<file path="src/rtl/execute_pkg.sv">
// Shared types and constants for the LEGv8 execute stage (execute_seq).
package execute_pkg;

  typedef enum logic [3:0] {
    ALU_AND   = 4'b0000,
    ALU_OR    = 4'b0001,
    ALU_ADD   = 4'b0010,
    ALU_SUB   = 4'b0110,
    ALU_PASSB = 4'b0111,
    ALU_NOR   = 4'b1100
  } alu_op_e;

  typedef enum logic [1:0] {
    IDLE,
    MUL,
    DONE
  } exec_state_e;

  localparam int N_MAX = 64;
  // Wide enough to count N iterations for any legal N (8..64).
  localparam int CNT_W = $clog2(N_MAX + 1);

endpackage

</file>
<file path="src/rtl/seq_mul.sv">
// Iterative shift-add multiplier, one multiplier bit per cycle, LSB first.
// Optional early termination when EXECUTE_MUL_EARLY_TERM_EN is defined.
module seq_mul
  import execute_pkg::*;
#(
  parameter int N = 64
) (
  input  logic         clk,
  input  logic         reset,
  input  logic         start_i,
  input  logic [N-1:0] a_i,
  input  logic [N-1:0] b_i,
  output logic         done_o,
  output logic [N-1:0] acc_o
);

`ifdef EXECUTE_MUL_EARLY_TERM_EN
  localparam bit EarlyTerm = 1'b1;
`else
  localparam bit EarlyTerm = 1'b0;
`endif

  logic [N-1:0]     a_q;
  logic [N-1:0]     b_q;
  logic [N-1:0]     acc_q;
  logic [CNT_W-1:0] cnt_q;
  logic             active_q;

  logic [N-1:0] b_rest;
  logic         last;
  logic         start_zero;

  assign b_rest     = b_q >> 1;
  assign last       = active_q & ((cnt_q == CNT_W'(N - 1)) | (EarlyTerm & (b_rest == '0)));
  // A zero multiplier finishes in the accept cycle itself, so active_q never rises.
  assign start_zero = start_i & EarlyTerm & (b_i == '0);
  assign done_o     = last | start_zero;
  assign acc_o      = acc_q;

  always_ff @(posedge clk) begin
    if (reset) begin
      a_q      <= '0;
      b_q      <= '0;
      acc_q    <= '0;
      cnt_q    <= '0;
      active_q <= 1'b0;
    end else if (start_i) begin
      a_q      <= a_i;
      b_q      <= b_i;
      acc_q    <= '0;
      cnt_q    <= '0;
      active_q <= !start_zero;
    end else if (active_q) begin
      if (b_q[0]) acc_q <= acc_q + a_q;
      a_q   <= a_q << 1;
      b_q   <= b_rest;
      cnt_q <= cnt_q + 1'b1;
      if (last) active_q <= 1'b0;
    end
  end

endmodule

</file>
<file path="src/rtl/execute_seq.sv">
// LEGv8 execute stage: single-cycle ALU, iterative multiplier and a registered
// EX/MEM output with valid/ready. Optional macro: EXECUTE_MUL_EARLY_TERM_EN.
module execute_seq
  import execute_pkg::*;
#(
  parameter int N = 64
) (
  input  logic         clk,
  input  logic         reset,
  input  logic         in_valid,
  output logic         in_ready,
  input  logic         AluSrc,
  input  logic [3:0]   AluControl,
  input  logic         MulEn,
  input  logic [N-1:0] PC_E,
  input  logic [N-1:0] signImm_E,
  input  logic [N-1:0] readData1_E,
  input  logic [N-1:0] readData2_E,
  output logic         out_valid,
  input  logic         out_ready,
  output logic [N-1:0] PCBranch_M,
  output logic [N-1:0] aluResult_M,
  output logic [N-1:0] writeData_M,
  output logic         zero_M,
  output logic         busy
);

  exec_state_e  state_q;
  logic         out_valid_q;
  logic [N-1:0] pcbr_q;
  logic [N-1:0] res_q;
  logic [N-1:0] wd_q;
  logic         zero_q;
  logic [N-1:0] pcbr_lat_q;
  logic [N-1:0] wd_lat_q;

  logic [N-1:0] op_b;
  logic [N-1:0] alu_d;
  logic [N-1:0] branch_d;
  logic         can_load;
  logic         accept;
  logic         mul_start;
  logic         mul_done;
  logic [N-1:0] mul_acc;

  assign op_b      = AluSrc ? signImm_E : readData2_E;
  assign branch_d  = PC_E + (signImm_E << 2);
  assign can_load  = !out_valid_q | out_ready;
  assign in_ready  = (state_q == IDLE) & can_load;
  assign accept    = in_valid & in_ready;
  assign mul_start = accept & MulEn;
  assign busy      = (state_q == MUL);

  always_comb begin
    alu_d = '0;
    case (AluControl)
      ALU_AND:   alu_d = readData1_E & op_b;
      ALU_OR:    alu_d = readData1_E | op_b;
      ALU_ADD:   alu_d = readData1_E + op_b;
      ALU_SUB:   alu_d = readData1_E - op_b;
      ALU_PASSB: alu_d = op_b;
      ALU_NOR:   alu_d = ~(readData1_E | op_b);
      default:   alu_d = '0;
    endcase
  end

  seq_mul #(.N(N)) u_mul (
    .clk     (clk),
    .reset   (reset),
    .start_i (mul_start),
    .a_i     (readData1_E),
    .b_i     (op_b),
    .done_o  (mul_done),
    .acc_o   (mul_acc)
  );

  // The branch target is latched as a finished sum; PC_E and signImm_E are not needed later.
  always_ff @(posedge clk) begin
    if (reset) begin
      state_q     <= IDLE;
      out_valid_q <= 1'b0;
      pcbr_q      <= '0;
      res_q       <= '0;
      wd_q        <= '0;
      zero_q      <= 1'b0;
      pcbr_lat_q  <= '0;
      wd_lat_q    <= '0;
    end else begin
      if (out_valid_q && out_ready) out_valid_q <= 1'b0;
      unique case (state_q)
        IDLE: begin
          if (accept) begin
            if (MulEn) begin
              pcbr_lat_q <= branch_d;
              wd_lat_q   <= readData2_E;
              state_q    <= mul_done ? DONE : MUL;
            end else begin
              pcbr_q      <= branch_d;
              res_q       <= alu_d;
              wd_q        <= readData2_E;
              zero_q      <= (alu_d == '0);
              out_valid_q <= 1'b1;
            end
          end
        end
        MUL: begin
          if (mul_done) state_q <= DONE;
        end
        DONE: begin
          if (can_load) begin
            pcbr_q      <= pcbr_lat_q;
            res_q       <= mul_acc;
            wd_q        <= wd_lat_q;
            zero_q      <= (mul_acc == '0);
            out_valid_q <= 1'b1;
            state_q     <= IDLE;
          end
        end
        default: state_q <= IDLE;
      endcase
    end
  end

  assign out_valid   = out_valid_q;
  assign PCBranch_M  = pcbr_q;
  assign aluResult_M = res_q;
  assign writeData_M = wd_q;
  assign zero_M      = zero_q;

endmodule

</file>
<file path="config.mk">
export PLATFORM = sky130hd
export DESIGN_NAME = execute_seq
export DESIGN_NICKNAME = d
export VERILOG_FILES = /design/src/rtl/execute_pkg.sv /design/src/rtl/seq_mul.sv /design/src/rtl/execute_seq.sv
export SDC_FILE = /design/constraint.sdc
export NUM_CORES = 2
export LEC_CHECK = 0
export ABC_AREA = 0
export BUFFER_PORTS_ARGS = -buffer_cell sky130_fd_sc_hd__buf_2
export CAP_MARGIN = 40
export CORE_MARGIN = 5
export CORE_UTILIZATION = 55
export DETAILED_ROUTE_END_ITERATION = 16
export HOLD_SLACK_MARGIN = 0.12
export PLACE_DENSITY = 0.76
export SKIP_CTS_REPAIR_TIMING = 1
export SLEW_MARGIN = 20
export SYNTH_ARGS = -nofsm -noshare
export SYNTH_HDL_FRONTEND = slang
export SYNTH_SLANG_ARGS = --single-unit
</file>
<file path="constraint.sdc">
create_clock -name clk -period 17.9 [get_ports clk]
set_input_delay 4.475 -clock clk [delete_from_list [all_inputs] [get_ports clk]]
set_output_delay 4.475 -clock clk [all_outputs]
set_load 0.01 [all_outputs]
</file>
# Word level (Yosys, flattened, before mapping)
# Index checks and enable logic that the tools add are counted.
[totals]
regBits = 524
out_inout_bits = 196
[classes]
add_sub_neg = 5
n_eq_ne = 13
muxes = 36
bitwise = 8
reduce_logical = 13
[ops]
columns = ["op", "count"]
rows = [
  ["2-to-1 mux 64 bit", 14],
  ["one-hot mux 64 bit (2 select lines)", 3],
  ["one-hot mux 64 bit (6 select lines)", 1],
  ["adder 64 bit", 3],
  ["logical NOT 64 bit", 2],
  ["bitwise AND 64 bit", 1],
  ["inverter 64 bit", 1],
  ["bitwise OR 64 bit", 1],
  ["subtractor 64 bit", 1],
  ["2-to-1 mux 1 bit", 10],
  ["2-to-1 mux 2 bit", 5],
  ["equality test 4 x 3 -> 1 bit, second input constant", 2],
  ["!= test 2 bit, second input constant", 4],
  ["AND reduction 4 bit", 2],
  ["adder 7 x 1 -> 7 bit, second input constant", 1],
  ["equality test 7 x 6 -> 1 bit, second input constant", 1],
  ["one-hot mux 2 bit (3 select lines)", 1],
  ["bitwise AND 1 bit", 4],
  ["equality test 4 x 1 -> 1 bit, second input constant", 1],
  ["equality test 4 x 2 -> 1 bit, second input constant", 1],
  ["equality test 4 bit, second input constant", 1],
  ["logical NOT 4 bit", 1],
  ["one-hot mux 1 bit (2 select lines)", 2],
  ["nonzero test 2 bit", 2],
  ["10 further kinds", 10],
]

# Logic depth before layout (Yosys ltp)
[logic_depth]
ltp_word = 8
depth_mapped = 33
ltp_nobuf = 28

# Hierarchy
# From an unflattened synthesis, not the netlist that was laid out.
[unflattened]
hier_cells = 5133
hier_area_um2 = 37552.3
[by_module_without_submodules]
columns = ["module", "instances", "cells_per_inst", "area_each_um2", "seq_area_each_um2"]
rows = [
  ["execute_seq", 1, 3608, 25778.5, 6486.2],
  ["seq_mul", 1, 1525, 11773.8, 4003.8],
]

# Worst setup path after synthesis
# No wires, ideal clock.
[synth_timing]
kind = "input to register"
startpoint = "input port AluSrc"
endpoint = "register zero_q, in the netlist zero_M"
setup_ns = 0.084
arrival_time_ns = 10.940
required_ns = 17.816
slack_ns = 6.876
path_stages = 32
n_path_buf = 5
cell_sequence = "buf_6 buf_6 buf_2 buf_2 mux2i_1 ha_1 o21ai_0 or2_2 nor3_1 or3b_2 or2_2 nor2_1 nand2_1 nor2_1 nand2_1 o31ai_1 xor2_1 ha_1 clkbuf_1 a21oi_1 o21bai_1 a21oi_1 nand2_1 or3_1 o21ai_0 a21oi_1 nand2_1 o22ai_1 a2111o_1 or4_1 or4b_1 o31ai_2"
[synth_between]
elab_chain_cells = 8
elab_cells_between_ends = 11
cone_classes = "add/sub: 2; mux: 5; bitwise: 3; reduce/logical: 1"
[synth_rtl]
columns = ["item", "line_no", "text"]
rows = [
  ["start, declared", "execute_seq.sv:12", "input logic AluSrc,"],
  ["2-to-1 mux 64 bit *", "execute_seq.sv:46", "assign op_b = AluSrc ? signImm_E : readData2_E;"],
  ["parallel branches: the longest is 2 deep, another holds subtractor 64 bit", "n/a", ""],
  ["one-hot mux 64 bit (6 select lines) *", "execute_seq.sv:56", "case (AluControl)"],
  ["logical NOT 64 bit *", "execute_seq.sv:101", "zero_q <= (alu_d == '0);"],
  ["2-to-1 mux 1 bit *", "execute_seq.sv:93", "if (MulEn) begin"],
  ["2-to-1 mux 1 bit *", "execute_seq.sv:92", "if (accept) begin"],
  ["one-hot mux 1 bit (2 select lines) *", "execute_seq.sv:90", "unique case (state_q)"],
  ["end signal, assigned", "execute_seq.sv:101", ""],
  ["end signal, assigned", "execute_seq.sv:114", "zero_q <= (mul_acc == '0);"],
  ["end, declared", "execute_seq.sv:33", "logic zero_q;"],
]
# Mark *: on every way between the ends. The select of a mux whose other input is x is not followed.
# A chain may end at the register's enable or synchronous reset.

# Final worst setup path
# Ends and elaborated chain as after synthesis.

==> flow_summary.toml <==
[run_status]
status = "finished, final reports clean"

[placed_design]
gp_congestion = 0.992
placed_area_um2 = 39500
portBuffers = 461
dpl.hpwl_um = 108000

[die]
start_util = 0.552
design.portCount = 462
row_count = 95
die_x_um = 269
die_area_um2 = 72400
dieHeight_um = 269
coreArea_um2 = 66900

[clocking]
cts_tree = "built"
cts_buffers = 59
cts.clk_slew.worst_paths_ns = 0.07
cts.htree.levels = 2
clk_latency_ns = 0.66
cts_root_buffer = "clkbuf_16"
cts_buffer_depth = 3
cts_sinks = 524

[critical_path]
worstPathRequired_ns = 18.48
crit_start = "AluSrc"
cp-start-kind = "primary input"
rr_startpoint = "u_mul.a_q[0]"
cp-end-kind = "flop"
critPathKind = "primary input to flop"
cp-endpoint = "zero_M"
arrival_ns = 12.50
rr_endpoint = "u_mul.acc_o[62]"
cp_max_fo = 52
rrSetupSlack_ns = 13.09
ff2ff_path_depth = 16

[grt]
grt-ovfl-total = 0
grt_use_met3 = 0.0721
met2_usage = 0.539
track_usage = 0.369
grtUsageMet1 = 0.529
grt_pass1_wl_um = 211000
grt_pass1_vias = 35000
grt_max_degree = 186
grt_most_used_layer = "met2"
antenna_found_initial = 18

[drt]
wirelength_um = 143000
vias_per_cell = 6.43
routedWlPerCell_um = 23.4
num_vias = 39407
drc = 0
final_antenna_net_count = 0
first_iter_violations = 4726
drtPass1Iterations = 6

[synthesis]
synth_top_area_share = 0.284
ys_seq_area_frac = 0.284
synth_area_um2 = 36900
synth_most_common_cell = "nand2_1"
yosysUniqueCellTypes = 88
synth_nets = 5427
yosys-top-cells-area = "dfxtp_1, a21oi_1, nand2_1, ha_1, nor2_1"
ys.flop_type = "dfxtp_1"
synth_seq_cells = 524
synth_edf_count = 0
yosysWarnings = 0
syn_inst = 4967
synth_area_leader_cell = "dfxtp_1"
synth_async_sr_flop_share = 0
synth.avg_cell_area_um2 = 7.43
synthTopCellsByCount = "nand2_1, a21oi_1, nor2_1"

[cells_and_area]
postLayoutCoreUtil = 0.626
fillers = 6130
final_area_um2 = 41900
layout-drive-gt1-share = 0.138
fin_nets = 5650
area_growth_pct = 13.4

[timing]
hold_violations = 0
finalCritPeriodShare = 0.666
rsz0062_at_grt = "false"
setup_violations = 0
slew_viol_final = 0
relSlewSlack = 0.313
period_needed_ns = 11.92
setup_tns_ns = 0
worst_pin_slew_ns = 1.03
skew_ns = 0.0240
fmax_ghz = 0.0839

[power]
power_density_nw_per_um2 = 85.1
p_clk_frac = 0.372
p_int_w = 0.00236
switchingPower_w = 0.00120
max-vdd-ir-drop_mv = 0.0772
pwr-share-seq = 0.360
sw_frac_of_total = 0.337
p_leak_nw = 17.4
combPwrFrac = 0.267

[worst_hold_path]
hold_class = "flop to flop"
hold_depth = 2

[run]
drv_cap = 0
==> layout make-up <==
class / count / area, µm² / share of cell area
multi-input combinational: 4014 / 24800 / 0.593
timing repair buffer: 525 / 3050 / 0.0729
tap: 873 / 1090 / 0.0261
clock buffer: 79 / 1680 / 0.0402
clock inverter: 32 / 427 / 0.0102
antenna: 17 / 42.5 / 0.00102
sequential: 524 / 10500 / 0.251
inverter: 66 / 248 / 0.00592
==> through the flow <==
stage / power, W / worst slack [ns] / cells / hold slack [ns]
final: 0.00356 / 5.98 / 6130 / 0.449
after global routing: 0.00370 / 5.65 / 6129 / 0.467
after CTS: 0.00354 / 6.20 / 6105 / 0.450
after detailed placement: 0.00222 / 5.56 / 5994 / 0.441
after global placement: 0.00221 / 5.56 / 5983 / 0.438
after floorplan: 0.00192 / 6.88 / 4967 / 0.432
==> cell usage in the layout, fill, tap and decap left out, types with 35 or more instances in the layout <==
master and n:
nand2_1 728, a21oi_1 572, nor2_1 570, dfxtp_1 523, buf_2 462, o21ai_0 213, a211oi_1 201, ha_1 191
mux2i_1 146, xnor2_1 143, nor3_1 130, a21o_1 118, a311oi_1 103, xor2_1 81, nand3_1 66, inv_1 65
clkbuf_16 60, nand4_1 57, mux2_2 53, nor4_1 52, buf_4 46, maj3_1 45, a31oi_1 43, o21bai_1 36
and3_1 35
==> metal layers <==
layer	share of wire	up-vias
met4	0.048	4
met2	0.42	2083
li1	-	18454
met5	0.00016	-
met3	0.11	342
met1	0.43	18524
==> state kept, by name, summed over array words and instances (netlist names), 2 cells and up <==
register / flops
PCBranch_M: 64
aluResult_M: 64
u_mul.acc_o: 64
u_mul.a_q: 64
wd_lat_q: 64
u_mul.cnt_q: 7
writeData_M: 64
pcbr_lat_q: 64
u_mul.b_q: 64
state_q: 2
==> power groups by stage <==
stage                     Clock, W  Sequential (W)  Combinational, W
after floorplan                  0         0.00131          0.000618
after global placement           0         0.00131          0.000907
after detailed placement         0         0.00131          0.000917
after CTS                  0.00134         0.00128          0.000923
after global routing       0.00139         0.00129           0.00102
final                      0.00133         0.00128          0.000953
==> how the worst min path moves through the flow <==
stage                                from         endpoint  slack (ns)
final                      pcbr_lat_q[63]   pcbr_lat_q[63]        0.45
after CTS                 aluResult_M[46]  aluResult_M[46]        0.45
after detailed placement  aluResult_M[46]  aluResult_M[46]        0.44
after global placement      PCBranch_M[3]    PCBranch_M[3]        0.44
after floorplan            pcbr_lat_q[54]   pcbr_lat_q[54]        0.43
after global routing      aluResult_M[46]  aluResult_M[46]        0.47
==> worst max-delay path, stage by stage <==
cell,delay [ns]
buf_4,0.48
mux2i_1,0.62
ha_1,0.27
o21ai_0,0.10
or2_2,0.34
nor3_1,0.23
or3b_2,0.48
or2_2,0.34
nor2_1,0.10
nand2_1,0.11
nor2_1,0.24
nand2_1,0.15
nor2_1,0.36
a31oi_1,0.18
xnor2_1,0.17
ha_1,0.49
a21oi_1,0.11
o21a_1,0.24
and3_1,0.19
o21ai_0,0.51
and4_1,0.29
and3_1,0.15
nand4_1,0.09
nor4_1,0.51
nand4_1,0.17
nor4_1,0.33
or4b_1,0.49
o31ai_2,0.21
==> logic make-up (layout without fill, tap and decap cells) <==
| group | count (synthesis) | in the layout | share of synthesized area |
|---|---|---|---|
| AOI/OAI and AO/OA | 1530 | 1530 | 0.265 |
| xor gates and xnor gates | 224 | 224 | 0.0531 |
| adders and majority gates | 241 | 241 | 0.0792 |
| buffers and inverters | 429 | 702 | 0.0452 |
| DFF | 524 | 524 | 0.284 |
| muxes | 205 | 205 | 0.0580 |
| other | 0 | 17 | 0 |
| and+or+nand+nor | 1814 | 1814 | 0.215 |
Note: power is estimated with default switching activity, not from simulation.
